--- config.mk ---
export PLATFORM = sky130hd
export DESIGN_NAME = rc4_xor_stream
export DESIGN_NICKNAME = d
export VERILOG_FILES = /design/src/rtl/rc4_xor_stream.sv
export SDC_FILE = /design/constraint.sdc
export NUM_CORES = 1
export LEC_CHECK = 0
export CAP_MARGIN = 20
export CORE_ASPECT_RATIO = 0.5
export CORE_UTILIZATION = 52
export CTS_CLUSTER_DIAMETER = 120
export DETAILED_ROUTE_END_ITERATION = 6
export GPL_TIMING_DRIVEN = 0
export PLACE_DENSITY = 0.82
export SYNTH_ARGS = -nofsm -noshare
export SYNTH_HDL_FRONTEND = slang
export SYNTH_SLANG_ARGS = --single-unit
--- constraint.sdc ---
create_clock -name clk -period 4.1 [get_ports clk]
set_input_delay 0.82 -clock clk [delete_from_list [all_inputs] [get_ports clk]]
set_output_delay 0.82 -clock clk [all_outputs]
set_load 0.02 [all_outputs]
--- src/rtl/rc4_xor_stream.sv ---
// rc4_xor_stream: consumes keystream blocks from the RC4 core and XORs them
// byte-by-byte onto a plaintext stream. It requests a block, captures it on the
// rising edge of the core's done, streams it out, and re-requests while en is high.
module rc4_xor_stream #(
  parameter int NUMS_OF_BYTES = 16
) (
  input  logic                       clk,
  input  logic                       rst_n,
  input  logic                       en,
  input  logic                       abort,
  input  logic [NUMS_OF_BYTES*8-1:0] ks_data,
  input  logic                       ks_done,
  output logic                       ks_start,
  // Handshakes: a byte moves on a rising clk edge exactly when valid && ready
  // are both high. The source holds valid and data until that edge; ready may
  // depend combinationally on the sink's state. in_ready only rises in STREAM
  // with room in the single output register (or that register draining).
  input  logic [7:0]                 in_data,
  input  logic                       in_valid,
  output logic                       in_ready,
  output logic [7:0]                 out_data,
  output logic                       out_valid,
  input  logic                       out_ready,
  output logic [15:0]                block_cnt,
  output logic                       busy,
  output logic [1:0]                 dbg_state
);

  localparam int IDX_W = (NUMS_OF_BYTES > 1) ? $clog2(NUMS_OF_BYTES) : 1;
  localparam logic [IDX_W-1:0] LAST_IDX = IDX_W'(NUMS_OF_BYTES - 1);

  typedef enum logic [1:0] {
    S_IDLE   = 2'd0,
    S_WAIT   = 2'd1,
    S_STREAM = 2'd2
  } state_t;

  state_t                     state;
  logic [IDX_W-1:0]           idx;
  logic [NUMS_OF_BYTES*8-1:0] ks_buf;
  logic                       done_q;
  logic                       done_rise;
  logic                       in_xfer;
  logic [7:0]                 ks_byte;

  assign done_rise = ks_done && !done_q;
  // An aborting cycle accepts nothing, so no byte is taken and then dropped.
  assign in_ready  = (state == S_STREAM) && !abort && (!out_valid || out_ready);
  assign in_xfer   = in_valid && in_ready;
  assign busy      = (state != S_IDLE);
  assign dbg_state = state;

  // Select the current keystream byte; explicit compare so non-power-of-two sizes work.
  always_comb begin
    ks_byte = 8'h00;
    for (int i = 0; i < NUMS_OF_BYTES; i++) begin
      if (idx == IDX_W'(i)) ks_byte = ks_buf[i*8 +: 8];
    end
  end

  // Control FSM, keystream buffer, output register and block counter.
  always_ff @(posedge clk or negedge rst_n) begin
    if (!rst_n) begin
      state     <= S_IDLE;
      idx       <= '0;
      ks_buf    <= '0;
      done_q    <= 1'b0;
      ks_start  <= 1'b0;
      out_valid <= 1'b0;
      out_data  <= 8'h00;
      block_cnt <= 16'h0000;
    end else begin
      done_q <= ks_done;
      if (abort) begin
        state     <= S_IDLE;
        idx       <= '0;
        ks_start  <= 1'b0;
        out_valid <= 1'b0;
      end else begin
        if (in_xfer) begin
          out_data  <= in_data ^ ks_byte;
          out_valid <= 1'b1;
        end else if (out_ready) begin
          out_valid <= 1'b0;
        end

        case (state)
          S_IDLE: begin
            if (en) begin
              state    <= S_WAIT;
              ks_start <= 1'b1;
            end
          end
          S_WAIT: begin
            // Only a fresh rising edge captures; a done left high is stale.
            if (done_rise) begin
              ks_buf   <= ks_data;
              idx      <= '0;
              ks_start <= 1'b0;
              state    <= S_STREAM;
            end
          end
          S_STREAM: begin
            if (in_xfer) begin
              if (idx == LAST_IDX) begin
                idx       <= '0;
                block_cnt <= block_cnt + 16'd1;
                if (en) begin
                  state    <= S_WAIT;
                  ks_start <= 1'b1;
                end else begin
                  state <= S_IDLE;
                end
              end else begin
                idx <= idx + 1'b1;
              end
            end
          end
          default: state <= S_IDLE;
        endcase
      end
    end
  end

endmodule

==> results.yml <==
worst_setup_path:
  worst-setup-path-type: "reg2reg"
  crit_top_cell: "nor4_1"
  slowest_stage: "nor4_1"
  cp.required_ns: 4.40
  startpoint_type: "flop"
  path_cells: "ha_1 > inv_1 > clkbuf_1 > a31oi_1 > nor4_1 > nor4_1 > or3b_1"
  cp.arrival_ns: 3.62
  cpPeakStageDelay_ns: 0.96
  crit_buf_inv: 2
  end_kind: "flop"
  crit_fanout: 10
  cpLargestDelayFamily: "simple AND/OR/NAND/NOR gates"
timing:
  drv_slew: 0
  fmax_mhz: 302
  final.setup_skew_ns: 0.0136
  hold-worst-slack_ns: 0.389
  setup_slack_ns: 0.784
  final-hold-violation-count: 0
  finalSetupViolCount: 0
  tightest_slew_ns: 1.04
  fin_crit_sh_pct: 80.9
  slew-limit-headroom_pct: 30.0
  period_needed_ns: 3.32
  rsz0062_at_grt: "no"
route:
  routed_via_density: 6.19
  detail-route-antenna-nets: 0
  dr.pass1.iters: 7
  totalWireLength_um: 24300
  avgRoutedWirePerCell_um: 21.9
  vias: 6879
  route.detailed.drc: 1
  drt-initial-drc-count: 938
cts:
  cts_setup_buffers: 0
  clock_sinks: 161
  cts_made_buffers: 17
  cts_resized: 0
  cts_hold_buf: 0
  cts-root-buf: "clkbuf_16"
  clkTransAtPathRegs_ns: 0.07
  cts_buffer_depth: 2
  cts_tree: "done"
  cts_max_level: 4
  clk_latency_ns: 0.44
placed_design:
  portBuffers: 171
  gp_congestion: 0.980
  dp_slack_ns: 0.760
  place_inst: 1079
  dp_hpwl_um: 17600
cells_and_area:
  final_nets: 1048
  fin_cells: 1111
  fillers: 1052
  antennaDiodeCount: 0
  syn2layout_area_growth_pct: 33.4
  drive_above_1_share_pct: 19.6
synth:
  yosysSeqAreaShare_pct: 50.3
  synth_edf_count: 0
  syn_inst: 709
  ys_warn_count: 0
  synth_area_um2: 8010
  yosysUniqueCellTypes: 66
  syn_area_per_cell_um2: 11.3
  ys.flop_type: "dfrtp_1"
  async_flop_share_pct: 100
  syn-num-nets: 857
  synth-seq-cells: 161
grt:
  antenna_found_initial: 0
  grt_pass1_vias: 6803
  grt_overflow: 0
  grt_pass1_wl_um: 37100
  grt_max_degree: 95
  grt_usage_pct: 31.2
pwr:
  clkPwrFrac_pct: 37.3
  intPower_w: 0.00370
  seq_power_share_pct: 45.1
  p_comb_share_pct: 17.6
  power_switching_w: 0.00132
  power.leakage_nw: 4.42
  swShare_pct: 26.3
  vdd_drop_max_v: 0.000334
  p_per_area_nw_per_um2: 470
job:
  drv_cap: 0
outcome:
  status: "finished, violations left"
  violations: "design-rule violations"
floorplan:
  die-height_um: 89.8
  die_area_um2: 15900
  io_pins: 173
  die_x_um: 177
  initial_core_util_pct: 54.3
  std_cell_rows: 31
  core_area_um2: 14700
min_path:
  hold_path_class: "in2async"
## cell usage after synthesis, types with 10 or more instances
cell type / count / area (um^2)
nor4_1: 11 / 68.8
nand2_1: 54 / 203
a221o_1: 13 / 130
nor2b_1: 10 / 62.6
nand3_1: 13 / 65.1
mux2_2: 117 / 1320
buf_2: 19 / 95.1
a21oi_1: 21 / 105
clkbuf_1: 21 / 78.8
nor2_1: 22 / 82.6
nand3b_1: 14 / 105
a211oi_1: 10 / 75.1
dfrtp_1: 161 / 4030
nand2b_1: 18 / 113
nand4_1: 16 / 100
o21ai_0: 25 / 125
xnor2_1: 11 / 96.3
inv_1: 21 / 78.8
## flip-flops by register name, indices dropped and copies added, names as in the netlist
register   cells
block_cnt     16
dbg_state      2
done_q         1
idx            4
ks_buf       128
ks_start       1
out_data       8
out_valid      1
## worst reg2reg max path, delay by kind of cell (launching register included)
kind | cells | cell delay, ns
AND/OR/NAND/NOR | 3 | 1.48
buffers and inverters | 2 | 0.65
adder cells (fa/ha/maj) | 1 | 0.27
AO/OA/AOI/OAI | 1 | 0.34
flip-flops | 1 | 0.45
## cell families (layout without fill, tap and decap cells)
logic type / Yosys count / count (layout) / share of synthesized area (%)
AOI/OAI and AO/OA: 150 / 150 / 13.7
xor gates and xnor gates: 16 / 16 / 1.75
adders and majority gates: 5 / 5 / 0.781
buffers and inverters: 71 / 275 / 3.72
DFF: 161 / 161 / 50.3
muxes: 120 / 120 / 16.8
and+or+nand+nor: 186 / 186 / 12.9
## layer usage
layer | global-route usage, % | routed length [um] | vias to the layer above
met3 | 10.6 | 2780 | 66
met5 | 0 | 0 | -
met2 | 46.7 | 10900 | 411
met1 | 42.3 | 9990 | 3401
met4 | 11.0 | 633 | 0
li1 | - | - | 3001
## power groups by stage
stage / registers, W / logic, W / clock network [W]
6_report: 0.00227 / 0.000882 / 0.00187
5_1_grt: 0.00231 / 0.000944 / 0.00194
4_1_cts: 0.00226 / 0.000874 / 0.00188
3_5_place_dp: 0.00228 / 0.000863 / 0
3_3_place_gp: 0.00226 / 0.000826 / 0
2_1_floorplan: 0.00219 / 0.000511 / 0
## layout by cell type (no fill, tap or decap), drive strengths merged, types with 8 or more instances in the layout
cell           netlist  routed
nand3               13      13
a221o               13      13
mux2               117     117
a21oi               21      21
xnor2               11      11
nand4               18      18
o311ai               9       9
inv                 22      24
dfrtp              161     161
nor4                11      11
o21ai               26      26
buf                 27      29
o22ai                8       8
clkbuf              21      41
nand2b              18      18
clkdlybuf4s50        0     170
nor2b               10      10
nand3b              14      14
nand2               54      54
a211oi              10      10
a31oi                8       8
nor2                23      23
## worst paths after layout
| kind | start | end | slack (ns) | cells past startpoint |
|---|---|---|---|---|
| min reg2reg | block_cnt[15]$_DFFE_PN0P_ | block_cnt[15]$_DFFE_PN0P_ | 0.50 | 1 |
| max reg2reg | idx[0]$_DFFE_PN0P_ | out_data[1]$_DFFE_PN0P_ | 0.78 | 7 |
| min in group clk | block_cnt[15]$_DFFE_PN0P_ | block_cnt[15]$_DFFE_PN0P_ | 0.50 | 1 |
| min | rst_n | block_cnt[13]$_DFFE_PN0P_ | 0.39 | 1 |
| max in group asynchronous | rst_n | out_data[2]$_DFFE_PN0P_ | 2.82 | 2 |
| max | idx[0]$_DFFE_PN0P_ | out_data[1]$_DFFE_PN0P_ | 0.78 | 7 |
## per-stage QoR
step	instance area [um^2]	util, %	power (W)	TNS [ns]
floorplan	8010	-	0.00270	0
global placement	9970	67.6	0.00309	-669.21
detailed placement	10000	67.8	0.00314	0
CTS	10700	72.5	0.00501	0
global route	10700	72.5	0.00519	0
finish	10700	72.5	0.00502	0
## cell type report
class / count / area (um^2) / share of cell area, %
inverters: 23 / 86.3 / 0.808
plain buffers: 48 / 211 / 1.98
well taps: 198 / 248 / 2.32
multi-input cells: 477 / 3680 / 34.5
clock buffers: 20 / 457 / 4.28
clock inverters: 12 / 226 / 2.12
flip-flops and latches: 161 / 4030 / 37.7
repair buffers: 172 / 1740 / 16.3
Note: power is estimated with default switching activity, not from simulation.
